## config.mk

```make
export PLATFORM = sky130hd
export DESIGN_NAME = jtag_scan_engine
export DESIGN_NICKNAME = d
export VERILOG_FILES = /design/src/rtl/jtag_scan_engine.sv
export SDC_FILE = /design/constraint.sdc
export NUM_CORES = 1
export LEC_CHECK = 0
export CORE_MARGIN = 5
export CORE_UTILIZATION = 50
export CTS_BUF_LIST = sky130_fd_sc_hd__clkbuf_2 sky130_fd_sc_hd__clkbuf_4 sky130_fd_sc_hd__clkbuf_8
export CTS_CLUSTER_SIZE = 40
export DETAILED_ROUTE_END_ITERATION = 10
export GPL_TIMING_DRIVEN = 0
export HOLD_SLACK_MARGIN = 0.06
export PLACE_DENSITY_LB_ADDON = 0.15
export SYNTH_ARGS = -nofsm -noshare
export SYNTH_HDL_FRONTEND = slang
export SYNTH_SLANG_ARGS = --single-unit
```

## constraint.sdc

```tcl
create_clock -name clk_i -period 4.7 [get_ports clk_i]
set_input_delay 0.47 -clock clk_i [delete_from_list [all_inputs] [get_ports clk_i]]
set_output_delay 0.47 -clock clk_i [all_outputs]
set_load 0.01 [all_outputs]
```

## src/rtl/jtag_scan_engine.sv

```systemverilog
// jtag_scan_engine: system-clock JTAG master running full IR/DR scans.
// Generates a divided, registered TCK and always parks the TAP in Run-Test/Idle.
module jtag_scan_engine #(
    parameter  int MAX_LEN = 64,
    parameter  int CLK_DIV = 2,
    localparam int LW      = $clog2(MAX_LEN + 1)
) (
    input  logic               clk_i,
    input  logic               ntrst_i,
    input  logic               cmd_valid_i,
    output logic               cmd_ready_o,
    input  logic [1:0]         cmd_type_i,
    input  logic [LW-1:0]      cmd_len_i,
    input  logic [MAX_LEN-1:0] cmd_data_i,
    output logic               rsp_valid_o,
    input  logic               rsp_ready_i,
    output logic [MAX_LEN-1:0] rsp_data_o,
    output logic               rsp_err_o,
    output logic               busy_o,
    output logic               tck_o,
    output logic               tms_o,
    output logic               tdi_o,
    input  logic               tdo_i
);
    localparam int IW = (MAX_LEN > 1) ? $clog2(MAX_LEN) : 1;
    localparam int PW = $clog2(2 * CLK_DIV);

    localparam logic [PW-1:0] PH_RISE = PW'(CLK_DIV - 1);
    localparam logic [PW-1:0] PH_HIGH = PW'(CLK_DIV);
    localparam logic [PW-1:0] PH_LAST = PW'(2 * CLK_DIV - 1);

    typedef enum logic [2:0] {
        S_AUTO_RST,
        S_IDLE,
        S_HDR,
        S_SHIFT,
        S_TAIL,
        S_RESP
    } state_e;

    typedef enum logic [1:0] {
        C_RESET,
        C_IR,
        C_DR,
        C_IDLE
    } cmd_e;

    state_e             state_q, state_d;
    cmd_e               type_q, type_d;
    logic [LW-1:0]      len_q, len_d;
    logic [MAX_LEN-1:0] data_q, data_d;
    logic [MAX_LEN-1:0] cap_q, cap_d;
    logic [LW-1:0]      cnt_q, cnt_d;
    logic [PW-1:0]      ph_q, ph_d;
    logic               tck_q, tck_d;
    logic               tms_q, tms_d;
    logic               tdi_q, tdi_d;
    logic               err_q, err_d;

    logic               accept;
    logic               bit_end;
    logic [LW-1:0]      hdr_n;

    function automatic logic running(input state_e s);
        return (s == S_AUTO_RST) || (s == S_HDR) ||
               (s == S_SHIFT) || (s == S_TAIL);
    endfunction

    // TMS for bit c of state s; the header pattern depends on the command
    function automatic logic tms_of(input state_e s, input logic [LW-1:0] c,
                                    input cmd_e ty, input logic [LW-1:0] ln);
        logic t;
        t = 1'b0;
        unique case (s)
            S_AUTO_RST: t = (c < LW'(5));
            S_HDR: begin
                unique case (ty)
                    C_IR:    t = (c < LW'(2));
                    C_DR:    t = (c == '0);
                    C_RESET: t = (c < LW'(5));
                    C_IDLE:  t = 1'b0;
                endcase
            end
            S_SHIFT:    t = (c == ln - LW'(1));
            S_TAIL:     t = (c == '0);
            default:    t = 1'b0;
        endcase
        return t;
    endfunction

    function automatic logic tdi_of(input state_e s, input logic [LW-1:0] c,
                                    input logic [MAX_LEN-1:0] d);
        return (s == S_SHIFT) ? d[c[IW-1:0]] : 1'b0;
    endfunction

    always_comb begin
        hdr_n = len_q;
        unique case (type_q)
            C_IR:    hdr_n = LW'(4);
            C_DR:    hdr_n = LW'(3);
            C_RESET: hdr_n = LW'(6);
            C_IDLE:  hdr_n = len_q;
        endcase
    end

    assign accept = cmd_valid_i && cmd_ready_o;

    always_comb begin
        state_d = state_q;
        type_d  = type_q;
        len_d   = len_q;
        data_d  = data_q;
        cap_d   = cap_q;
        cnt_d   = cnt_q;
        err_d   = err_q;
        tms_d   = tms_q;
        tdi_d   = tdi_q;
        ph_d    = '0;
        bit_end = 1'b0;

        if (running(state_q)) begin
            ph_d    = (ph_q == PH_LAST) ? '0 : ph_q + PW'(1);
            bit_end = (ph_q == PH_LAST);
        end

        if (state_q == S_SHIFT && ph_q == PH_RISE) begin
            cap_d[cnt_q[IW-1:0]] = tdo_i;
        end

        unique case (state_q)
            S_AUTO_RST: begin
                if (bit_end) begin
                    if (cnt_q == LW'(5)) begin
                        state_d = S_IDLE;
                        cnt_d   = '0;
                    end else begin
                        cnt_d = cnt_q + LW'(1);
                    end
                end
            end
            S_IDLE: begin
                if (accept) begin
                    type_d = cmd_e'(cmd_type_i);
                    len_d  = cmd_len_i;
                    data_d = cmd_data_i;
                    cap_d  = '0;
                    cnt_d  = '0;
                    err_d  = 1'b0;
                    if ((type_d == C_IR || type_d == C_DR) &&
                        (cmd_len_i == '0 || cmd_len_i > LW'(MAX_LEN))) begin
                        state_d = S_RESP;
                        err_d   = 1'b1;
                    end else if (type_d == C_IDLE && cmd_len_i == '0) begin
                        state_d = S_RESP;
                    end else begin
                        state_d = S_HDR;
                    end
                end
            end
            S_HDR: begin
                if (bit_end) begin
                    if (cnt_q == hdr_n - LW'(1)) begin
                        cnt_d   = '0;
                        state_d = (type_q == C_IR || type_q == C_DR) ?
                                  S_SHIFT : S_RESP;
                    end else begin
                        cnt_d = cnt_q + LW'(1);
                    end
                end
            end
            S_SHIFT: begin
                if (bit_end) begin
                    if (cnt_q == len_q - LW'(1)) begin
                        cnt_d   = '0;
                        state_d = S_TAIL;
                    end else begin
                        cnt_d = cnt_q + LW'(1);
                    end
                end
            end
            S_TAIL: begin
                if (bit_end) begin
                    if (cnt_q == LW'(1)) begin
                        cnt_d   = '0;
                        state_d = S_RESP;
                    end else begin
                        cnt_d = cnt_q + LW'(1);
                    end
                end
            end
            S_RESP: begin
                if (rsp_ready_i) begin
                    state_d = S_IDLE;
                    err_d   = 1'b0;
                end
            end
            default: state_d = S_AUTO_RST;
        endcase

        // A new TCK period starts: present the next bit during its low phase
        if (running(state_d) && ph_d == '0) begin
            tms_d = tms_of(state_d, cnt_d, type_d, len_d);
            tdi_d = tdi_of(state_d, cnt_d, data_d);
        end

        tck_d = (ph_d >= PH_HIGH);
    end

    always_ff @(posedge clk_i or negedge ntrst_i) begin
        if (!ntrst_i) begin
            state_q <= S_AUTO_RST;
            type_q  <= C_RESET;
            len_q   <= '0;
            data_q  <= '0;
            cap_q   <= '0;
            cnt_q   <= '0;
            ph_q    <= '0;
            tck_q   <= 1'b0;
            tms_q   <= 1'b1;
            tdi_q   <= 1'b0;
            err_q   <= 1'b0;
        end else begin
            state_q <= state_d;
            type_q  <= type_d;
            len_q   <= len_d;
            data_q  <= data_d;
            cap_q   <= cap_d;
            cnt_q   <= cnt_d;
            ph_q    <= ph_d;
            tck_q   <= tck_d;
            tms_q   <= tms_d;
            tdi_q   <= tdi_d;
            err_q   <= err_d;
        end
    end

    assign rsp_valid_o = (state_q == S_RESP);
    assign cmd_ready_o = (state_q == S_IDLE) && !rsp_valid_o;
    assign rsp_err_o   = rsp_valid_o && err_q;
    assign rsp_data_o  = rsp_valid_o ? cap_q : '0;
    assign busy_o      = running(state_q);
    assign tck_o       = tck_q;
    assign tms_o       = tms_q;
    assign tdi_o       = tdi_q;

endmodule

```

# Word level (Yosys, flattened, before mapping)
# Index checks and enable logic that the tools add are counted.
dict set report totals {
  reg_bits 153
  latch_bits 0
  mem_bits_rw 0
  rom_bits 0
  input_bits 78
  out_inout_bits 71
  memories 0
}
dict set report classes {
  add_sub_neg 5
  mul 0
  n_div 0
  order_cmp 7
  n_eq_ne 26
  shift 0
  n_mux 50
  n_bitwise 0
  reduce_logical 27
}
# cell n
set op_table {}
lappend op_table {{64-bit two-way mux} 6}
lappend op_table {{7-bit two-way mux} 11}
lappend op_table {{64-bit bitwise mux} 1}
lappend op_table {{3-bit two-way mux} 13}
lappend op_table {{7-bit case mux with 5 select lines} 1}
lappend op_table {{7-bit case mux with 4 select lines} 1}
lappend op_table {{7-bit equality test} 3}
lappend op_table {{7-bit by 1-bit subtractor with 7-bit output, second input constant} 3}
lappend op_table {{3-bit case mux with 6 select lines} 1}
lappend op_table {{2-bit equality test, second input constant} 7}
lappend op_table {{7-bit zero test} 2}
lappend op_table {{6-bit by 7-bit < comparator with 1-bit output, second input constant} 2}
lappend op_table {{3-bit by 2-bit equality test with 1-bit output, second input constant} 4}
lappend op_table {{3-bit equality test, second input constant} 3}
lappend op_table {{1-bit logical OR} 9}
lappend op_table {{2-bit by 1-bit equality test with 1-bit output, second input constant} 4}
lappend op_table {{1-bit logical AND} 8}
lappend op_table {{2-bit two-way mux} 4}
lappend op_table {{1-bit case mux with 4 select lines} 2}
lappend op_table {{7-bit by 1-bit adder with 7-bit output, second input constant} 1}
lappend op_table {{7-bit by 1-bit equality test with 1-bit output, second input constant} 1}
lappend op_table {{7-bit by 3-bit equality test with 1-bit output, second input constant} 1}
lappend op_table {{7-bit greater-than comparator, second input constant} 1}
lappend op_table {{7-bit by 2-bit < comparator with 1-bit output, second input constant} 1}
lappend op_table {{other kinds (16)} 25}

# Longest topological paths before layout
# Gate-level depths: netlist of run 1.
dict set report depth {
  depth_word 12
  mapped_depth 20
  depth_no_buf 18
}

# Worst setup path before layout of run 1
# No wires, ideal clock.
dict set report synth_path {
  path_kind {register to register}
  from {register type_q[0]}
  to {register tdi_q, in the netlist tdi_o}
  setup_time_ns 0.139
  arrival_time_ns 3.842
  t_required_ns 4.561
  slack_ns 0.719
  stages_incl_launch_ff 19
  period_less_slack_ns 3.981
  cell_sequence {dfrtp_1 > ha_1 > buf_2 > a211oi_1 > or2_2 > ha_1 > xnor2_1 > xnor2_1 > nand3_4 > a2111oi_4 > a31oi_1 > a2111oi_2 > a21o_2 > buf_6 > mux2_2 > a211oi_1 > a2111oi_4 > a21oi_1 > o2111ai_1}
}
dict set report synth_between {
  elab_chain_cells 12
  elab_cells_between_ends 26
  cone_classes {add/sub: 1; eq/ne: 7; mux: 11; reduce/logical: 7}
}
# element line
set synth_rtl {}
lappend synth_rtl {{start: declaration} 49} ;# cmd_e type_q, type_d;
lappend synth_rtl {{start signal: assignment} 224} ;# type_q <= type_d;
lappend synth_rtl {{parallel branches: the longest is 12 deep, another holds 7-bit by 1-bit subtractor with 7-bit output} --}
lappend synth_rtl {{end signal: assignment} 232} ;# tdi_q <= tdi_d;
lappend synth_rtl {{end: declaration} 57} ;# logic tdi_q, tdi_d;
# Several ways; the timed one is not identified. The select of a mux whose other input is x is not followed.
# A chain may end at the register's enable or synchronous reset.

# Final worst setup path of run 1
# Same ends and word-level chain as after synthesis.

==> summary.md, run 1 <==
| Metric | Value |
|---|---|
| Outcome | `finished clean` |
| Standard-cell row count | `49` |
| Depth of the worst register-to-register path | `18` |
| Total number of nets in the final design | `1230` |
| GRT met2 Usage | `0.3847` |
| Register bit total from synthesis | `153` |
| Tot GR Track Use | `0.2309` |
| Routing usage on met3 | `0.04859` |
| Max cap viols | `0` |
| Largest voltage drop on the vdd net | `0.2243 mV` |
| Die Width | `143.7 um` |
| Yosys cell types | `81` |
| Clock tree skew after final layout | `0.01185 ns` |
| Maximum number of pins on one net before global-route repair | `97` |
| Endpoint of the most critical register-to-register path | `tdi_o` |
| First-pass iteration count of the detailed router | `5` |
| Slew at the pin closest to its max-slew limit | `1.300 ns` |
| Port Buf Inserts | `147` |
| Layout cell share with drive strength beyond 1 | `0.1396` |
| Critical path endpoint category | `flop` |
| Upper clock frequency limit | `0.2209 GHz` |
| Arrival time at the worst endpoint | `4.87 ns` |
| Power density of the placed cells | `318.1 nW/um^2` |
| Register-to-register setup slack | `0.17 ns` |
| Global-route wire length before repair | `37710 um` |
| Aggregate global routing overflow | `0` |
| Antenna violations before repair | `0` |
| TritonCTS Sinks | `153` |
| Final core utilization | `0.6322` |
| Insertion delay to the later sink of the worst-skew pair | `0.47 ns` |
| Synth-to-Final Area Change | `25.69%` |
| Die area | `20660 um^2` |
| H-tree levels | `4` |
| Total via count after detailed routing | `7658` |
| RD Place Congestion | `0.8775` |
| Maximum number of buffers from clock root to sink | `2` |
| Delay contributed by the slowest stage of the critical path | `0.53 ns` |
| Number of DRC violations after detailed routing | `0` |
| Headroom to the max-slew limit | `0.1265` |
| Detailed placer's ending HPWL | `17490 um` |
| Inserted Diodes | `0` |
| Kind of cell adding the most delay to the critical path | `compound AO/OA/AOI/OAI gates` |
| Starting Density | `0.5030` |
| FFs w/ async S/R, synth | `1.000` |
| Shortest clock period the worst path allows after layout | `4.527 ns` |
| Critical Path Source Type | `flop` |
| Hold path startpoint | `tdo_i` |
| Core Area | `17780 um^2` |
| Crit share post-route | `0.9633` |
| Top-level I/O count | `149` |
| Total wirelength of the detailed-routed design | `23670 um` |
| Number of buffers created by CTS | `17` |
| Post-detailed-route wirelength per cell | `17.12 um` |
| Clock tree from TritonCTS | `yes` |
| Routed vias/inst | `5.541` |
| Maximum fanout along the worst path | `10` |
| Worst path cell trace | `ha_2 > buf_2 > a211oi_2 > or2_2 > ha_2 > nor3b_4 > nand2_1 > xnor2_1 > a2111oi_4 > a31oi_4 > a2111oi_4 > a21o_2 > buf_4 > mux2i_1 > nor2_1 > or4_1 > a31oi_1 > o2111ai_1` |
| CP max-delay cell | `a2111oi_4` |
| Post-synthesis cell area | `8944 um^2` |
| Average size of a mapped cell | `9.239 um^2` |
| Endpoint of the worst hold-timing path | `cap_q[2]` |
| Number of cells on the worst hold path | `3` |
| Most used flip-flop cell after synthesis | `dfrtp_1` |
| Clock Root Buffer | `clkbuf_8` |
| Share of synthesized area occupied by flip-flops and latches | `0.4282` |
| Count of endpoints failing hold in the final timing report | `0` |
| Kind of critical path | `reg -> reg` |
| Reg-to-reg startpoint | `type_q[0]` |
| Class of the tightest hold or removal check | `in -> reg` |
| Number of global-route vias before repair | `7346` |
| Critical path buffers and inverters | `2` |
| Clock slew seen by the registers of the worst setup and hold paths | `0.09 ns` |
| Initial drt markers | `501` |
| Gate Count Post-Synth | `968` |
| Static leakage | `4.586 nW` |
| Fraction of met1 tracks used by global routing | `0.3025` |
| Overall power consumption | `3.575 mW` |
| Number of max-slew violations in the final report | `0` |
| Remaining antenna violation count after routing | `0` |
| Yosys synthesis warning count | `0` |
| Height of the chip | `143.7 um` |
| Count of flip-flops with a built-in enable after synthesis | `0` |
| Total setup violations reported at the end of the flow | `0` |
| Worst EP required | `5.04 ns` |
| Post-Synthesis Net Count | `1058` |
| GRT Max-Usage Layer | `met2` |
cell usage after synthesis, drive strengths merged, types with 20 or more instances:
| cell type | instances | area, um^2 |
|---|---|---|
| buf | 27 | 163.9 |
| nand3 | 53 | 290.3 |
| and2 | 69 | 434.2 |
| mux2 | 74 | 837.1 |
| xnor2 | 20 | 175.2 |
| mux2i | 32 | 320.3 |
| clkbuf | 41 | 153.9 |
| inv | 23 | 86.33 |
| o21ai | 53 | 265.3 |
| nor2 | 63 | 236.5 |
| dfrtp | 152 | 3804 |
| nand2 | 120 | 450.4 |
| a21oi | 80 | 404.1 |
worst reg2reg max path: cells and delay by family, from the launching register on:
family,cells,cell delay [ns]
buffers and inverters,2,0.31
AOI/OAI and AO/OA,7,1.91
DFF,1,0.41
muxes,1,0.19
and+or+nand+nor,5,0.99
xor gates and xnor gates,1,0.19
adders and majority gates,2,0.42
power by group:
| part | internal [mW] | switching (mW) |
|---|---|---|
| logic | 0.448 | 0.788 |
| registers | 1.35 | 0.0344 |
| clock network | 0.408 | 0.542 |
| total | 2.21 | 1.36 |
per-layer routing:
metal / vias up / share of wire
met5: - / 0
met4: 0 / 0.019
met3: 39 / 0.059
met2: 222 / 0.49
met1: 3657 / 0.43
li1: 3740 / -
placed cells by master (no fill, tap or decap), types with 11 or more instances in the layout:
master,synthesis,final
dfrtp_1,152,152
clkdlybuf4s50_1,0,146
buf_1,11,11
inv_1,20,20
mux2i_1,32,31
nand4_1,11,11
a21oi_1,79,78
nor2_1,63,63
xnor2_1,20,18
clkbuf_8,0,19
o21ai_0,52,52
and2_1,68,68
nand2_1,120,120
nor3_1,17,17
nand3_1,51,51
nand2b_1,11,11
mux2_2,73,73
clkbuf_1,41,41
timing repair:
action | 4_1_cts | 5_1_grt
hold endpoints to repair | 56 | 0
setup buffers | 0 | 4
endpoints found under the setup margin | 0 | 2
hold buffers | 1 | 0
resized for setup | 0 | 19
layout make-up:
cell class | count | area, um^2
buffer | 68 | 337.8
sequential | 153 | 3830
multi-input combinational | 722 | 4780
clock inverter | 13 | 110.1
fill | 1548 | 6539
clock buffer | 19 | 261.5
inverter | 25 | 95.09
tap | 229 | 286.5
timing repair buffer | 153 | 1540
worst max-delay path by stage:
stage | slack [ns] | end | cells past startpoint | start
after floorplan | 0.72 | tdi_o | 18 | type_q[0]
after global placement | -3.13 | data_q[7] | 1 | ntrst_i
after detailed placement | 0.11 | tdi_o | 18 | type_q[0]
after CTS | 0.04 | tdi_o | 18 | type_q[0]
after global routing | -0.04 | tms_o | 20 | type_q[0]
final | 0.17 | tdi_o | 18 | type_q[0]
cells by family (layout without fill, tap and decap cells):
group                    Yosys count  count (layout)  share of synthesized area
adder cells (fa/ha/maj)           13              13                    0.01791
buffers and inverters             93             278                    0.04616
multiplexers                     106             106                     0.1294
AO/OA/AOI/OAI                    200             200                     0.1431
XOR/XNOR                          26              26                    0.02546
flip-flops                       153             153                     0.4282
AND/OR/NAND/NOR                  377             377                     0.2097
flip-flops by register name, indices dropped and copies added (netlist names):
signal and count:
state_q 3, cap_q 64, ph_q 2, type_q 2, tck_o 1, len_q 7, data_q 64, cnt_q 7
tms_o 1, tdi_o 1, err_q 1
through the flow:
step / hold WS [ns] / setup TNS [ns] / cell area, um^2 / instances / setup slack, ns
after floorplan: 0.1744 / 0 / 8944 / 968 / 0.7188
after global placement: 0.4749 / -473.68 / 10700 / 1344 / -3.130
after detailed placement: 0.4797 / 0 / 10730 / 1345 / 0.1107
after CTS: 0.4408 / 0 / 11110 / 1378 / 0.04112
after global routing: 0.4776 / -0.06336 / 11240 / 1382 / -0.04249
final: 0.4544 / 0 / 11240 / 1382 / 0.1727
Power figures use the tool's default switching activity.
==> run 2: changes to the inputs <==
Settings changed: HOLD_SLACK_MARGIN 0.06 to unset.
==> results of run 2 <==
The final DEF is identical to that of run 1; final timing and power are the same.
==> run 3: changes to the inputs <==
Settings changed: HOLD_SLACK_MARGIN set to 0.12.
==> results of run 3 <==
The final DEF is identical to that of run 1; final timing and power are the same.
==> patch 1 (config.mk and constraints of run 3) <==
The parameter `CLK_DIV` goes from 2 to 4.
--- a/src/rtl/jtag_scan_engine.sv
+++ b/src/rtl/jtag_scan_engine.sv
@@ -4,3 +4,3 @@
     parameter  int MAX_LEN = 64,
-    parameter  int CLK_DIV = 2,
+    parameter  int CLK_DIV = 4,
     localparam int LW      = $clog2(MAX_LEN + 1)
Formal check against the unedited RTL: not equivalent (Yosys sat finds a counterexample within 4 cycles, from zero or initial values and one cycle with ntrst_i low).
==> patch 1 against run 3 <==
Setup slack improved by 0.12 ns. Final cell count increased by 7.4%. Die area is 0.73% lower. Design area down 1.5%. Via count up 7.6%. Sequential share of layout area is 0.52 points higher. Count of clock-buffer cells in the layout rose by 1. Routed wire length rose by 6.9%. Sequential cell count did not move. Synthesized area down 0.78%.
Power is not compared: it rests on default switching activity, and its combinational part moved more than twofold at a synthesized area within 25%.
==> patch 1: results (changes against run 3) <==
{| class="wikitable"
! Metric !! Value
|-
| Cells taking the most area after synthesis || dfrtp_1 43%, nand2_1 13%, mux2i_1 6.0%
|-
| Worst hold path class || reg -> reg
|-
| Net count of the mapped netlist || 1,169 (+10%)
|-
| Post-CTS setup repair buffer count || 0 (unchanged)
|-
| Worst slew margin || 9.09% (-3.6 points)
|-
| Number of global-route vias before repair || 7,847 (+6.8%)
|-
| Post-place setup slack || 0.347 ns (+0.237 ns)
|-
| Drt first pass iters || 6 (+1)
|-
| Outcome || finished, final reports clean
|-
| Delay of the slowest cell on the worst path || 0.41 ns (-0.12 ns)
|-
| Signal arrival time at the worst endpoint || 4.75 ns (-0.12 ns)
|-
| Final estimated routing congestion in global placement || 0.911 (+3.8%)
|-
| Registers with the most flip-flops || cap_q (64), data_q (64)
|-
| Yosys cell types || 71 (-12%)
|-
| Average wire per cell in the routed design || 17.0 microns (-0.44%)
|-
| Clock insertion delay at the later pin of the skew report || 0.47 ns (about the same)
|-
| Cell with the biggest individual delay on the critical path || dfrtp_1
|-
| Filler instances || 1,560 (+0.78%)
|-
| Global-route wire length before repair || 39.8 mm (+5.4%)
|-
| Pin count of the biggest net entering global routing || 88 (-9.3%)
|-
| Total global routing track utilization || 24.6% (+1.5 points)
|-
| Routed via count || 8,243 (+7.6%)
|-
| HPWL after detailed placement || 18.7 mm (+6.8%)
|-
| Fraction of final layout cells sized beyond drive strength 1 || 5.56% (-8.4 points)
|-
| Power dissipated by switching net loads || 0.581 mW
|-
| Sequential fraction of the synthesis area || 43.2% (+0.34 points)
|-
| Number of buffers inserted during clock tree synthesis || 17 (unchanged)
|-
| Iteration-0 DRC count of the detailed router || 611 (+22%)
|-
| Top cells by instance count after synthesis || 308 x nand2_1, 152 x dfrtp_1, 72 x a21oi_1
|-
| Worst clock skew on the final layout || 0.00909 ns (-0.00276 ns)
|-
| Number of stages on the worst hold path || 1 (-2)
|-
| Grt ovf || 0 (unchanged)
|-
| Net total in the final layout || 1,337 (+8.7%)
|}
-- patch 1: cell types whose count changed in the layout (fill, tap and decap cells not counted), sizes merged, moves of 8 or more --
| cell | delta |
|---|---|
| clkbuf | +18 |
| mux2i | +21 |
| nor2 | -8 |
| nand2 | +188 |
| a21oi | -8 |
| and2 | -61 |
| mux2 | -72 |
| and3 | +67 |
-- patch 1: logic make-up (layout without fill, tap and decap cells) --
logic type                 count (synthesis)  after routing  synth area share [%]
and+or+nand+nor                          549            549                  28.3
AOI/OAI and AO/OA                        175            175                  12.7
DFF                                      153            153                  43.2
buffers and inverters                    104            285                  4.91
muxes                                     55             55                  6.23
xor gates and xnor gates                  28             28                  2.76
adders and majority gates                 14             14                  1.95
-- patch 1: cell type report --
type                    instances  area share [%]
well taps                     225            2.54
plain buffers                  82            3.19
clock buffers                  20            2.37
flip-flops and latches        153            34.6
clock inverters                12            1.29
multi-input cells             821            41.6
repair buffers                149            13.6
inverters                      22           0.746
-- patch 1: metal layers --
layer	routed length, microns	GRT usage (%)	part of all wire, %
met1	10700	31.7	42
met4	670	8.57	2.6
met5	0	0	0
met2	12100	41.3	48
met3	1800	5.26	7.1
-- patch 1: worst paths after layout --
kind / startpoint / end / slack (ns)
setup / recovery: type_q[1] / tdi_o / 0.30
hold / removal: ph_q[0] / ph_q[0] / 0.46
setup reg to reg: type_q[1] / tdi_o / 0.30
hold reg to reg: ph_q[0] / ph_q[0] / 0.46
max in group asynchronous: ntrst_i / data_q[19] / 3.27
min in group asynchronous: ntrst_i / cap_q[38] / 0.57
-- patch 1: stage by stage --
stage	instances	utilization [%]	area, sq um
2_1_floorplan	1078	-	8870
5_1_grt	1484	63.8	11100
4_1_cts	1484	63.8	11100
3_5_place_dp	1451	61.4	10700
3_3_place_gp	1450	61.2	10600
6_report	1484	63.8	11100
==> patch 2 (config.mk and constraints of run 3) <==
Without the edit above. One comparison of `cnt_q` changes from == to >=.
--- a/src/rtl/jtag_scan_engine.sv
+++ b/src/rtl/jtag_scan_engine.sv
@@ -132,3 +132,3 @@
                 if (bit_end) begin
-                    if (cnt_q == LW'(5)) begin
+                    if (cnt_q >= LW'(5)) begin
                         state_d = S_IDLE;
Check against the original RTL: same outputs for any inputs over 10 cycles, from zero or initial values and one cycle with ntrst_i low; that may be too few to reach the edited logic, so the function may still have changed.
==> patch 2 against run 3 <==
Design area decreased by 0.70%. Worst hold slack improved by 0.037 ns. Routed wire length increased by 9.7%. Utilization increased by 0.86 points. Global-route usage increased by 2.5 points. Critical path depth unchanged. Setup slack improved by 0.11 ns. Synthesized area about the same. Sequential cell count unchanged. Critical path type unchanged. Critical endpoint unchanged.
Power is not compared: it rests on default switching activity, and its combinational part moved more than twofold at a synthesized area within 25%.
==> patch 2: results (changes against run 3) <==
{| class="wikitable"
! Metric !! Value
|-
| Cell with the biggest individual delay on the critical path || dfrtp_1
|-
| Fin crit share || 94.0% (-2.3 points)
|-
| HPWL after detailed placement || 19.2 mm (+9.8%)
|-
| Iteration-0 DRC count of the detailed router || 800 (+60%)
|-
| Post-Syn Instances || 980 (+1.2%)
|-
| Net count of the mapped netlist || 1,070 (+1.1%)
|-
| Cells taking the most area after synthesis || dfrtp_1 43%, mux2_2 9.1%, nand2_1 5.5%
|-
| WS Path Type || reg -> reg
|-
| Fraction of final layout cells sized beyond drive strength 1 || 12.5% (-1.5 points)
|-
| Average wire per cell in the routed design || 18.7 microns (+9.4%)
|-
| Number of global-route vias before repair || 7,773 (+5.8%)
|-
| Registers with the most flip-flops || cap_q (64), data_q (64)
|-
| Area post-placement || 0.0107 sq mm (about the same)
|-
| Global-route wire length before repair || 41.5 mm (+10%)
|-
| CTS root buf || clkbuf_8
|-
| Top cells by instance count after synthesis || 152 x dfrtp_1, 130 x nand2_1, 74 x a21oi_1
|-
| Pin count of the biggest net entering global routing || 107 (+10%)
|-
| Clock edge transition at the registers on the reported setup and hold paths || 0.09 ns (about the same)
|-
| Routed via count || 8,156 (+6.5%)
|-
| Sequential fraction of the synthesis area || 42.9% (about the same)
|-
| Post-place setup slack || 0.314 ns (+0.203 ns)
|-
| Worst hold path class || in -> async
|-
| Drt first pass iters || 6 (+1)
|-
| Total global routing track utilization || 25.6% (+2.5 points)
|-
| Worst clock skew on the final layout || 0.0136 ns (+0.00179 ns)
|-
| Filler instances || 1,531 (-1.1%)
|-
| Area share of xor/xnor cells in the synthesized design || 2.94% (+0.39 points)
|-
| Yosys cell types || 68 (-16%)
|-
| Net total in the final layout || 1,239 (+0.73%)
|-
| Area fraction in compound gates after synthesis || 12.7% (-1.6 points)
|-
| Final estimated routing congestion in global placement || 0.898 (+2.3%)
|-
| Setup slack of the worst register-to-register path || 0.28 ns (+0.11 ns)
|-
| Outcome || finished, final reports clean
|}
-- patch 2: changes by cell type in the layout (fill, tap and decap cells not counted), sizes merged, moves of 5 or more --
cell and delta:
and3 +67, a211oi +5, nand3 -7, nand2b -7, nand2 +10, inv -7
buf +6, and2 -64, o21ai -5, a21oi -6
-- patch 2: layer usage --
layer / vias up / routed length [microns] / track usage (%)
met5: - / 0 / 0
met4: 0 / 495 / 7.48
met3: 44 / 2380 / 6.69
met2: 375 / 11800 / 39.0
met1: 3927 / 11300 / 36.1
li1: 3810 / - / -
-- patch 2: cell type report --
class	count	area (sq um)	area share, %
clock buffers	19	262	2.34
well taps	225	282	2.52
flip-flops and latches	153	3830	34.3
plain buffers	79	338	3.03
inverters	20	75.1	0.673
repair buffers	150	1520	13.6
multi-input cells	728	4690	42.0
clock inverters	12	165	1.48
-- patch 2: what timing repair did --
action | 4_1_cts | 5_1_grt
hold buffers | 1 | 0
gates resized for setup | 0 | 0
endpoints found under the hold margin | 46 | 0
-- patch 2: worst min path at each step --
| stage | end | depth (start not counted) | slack, ns |
|---|---|---|---|
| detailed placement | len_q[2] | 1 | 0.40 |
| floorplan | cap_q[0] | 0 | 0.17 |
| CTS | cap_q[2] | 3 | 0.47 |
| finish | len_q[2] | 2 | 0.49 |
| global route | cap_q[2] | 3 | 0.49 |
| global placement | data_q[18] | 1 | 0.48 |
-- patch 2: power by group through the flow --
stage / Clock (mW) / Combinational, mW / Sequential [mW]
final: 1.09 / 3.15 / 2.00
after global routing: 1.17 / 3.44 / 2.05
after CTS: 1.11 / 3.12 / 1.99
after detailed placement: 0 / 3.10 / 2.02
after global placement: 0 / 3.04 / 2.01
after floorplan: 0 / 2.33 / 1.95
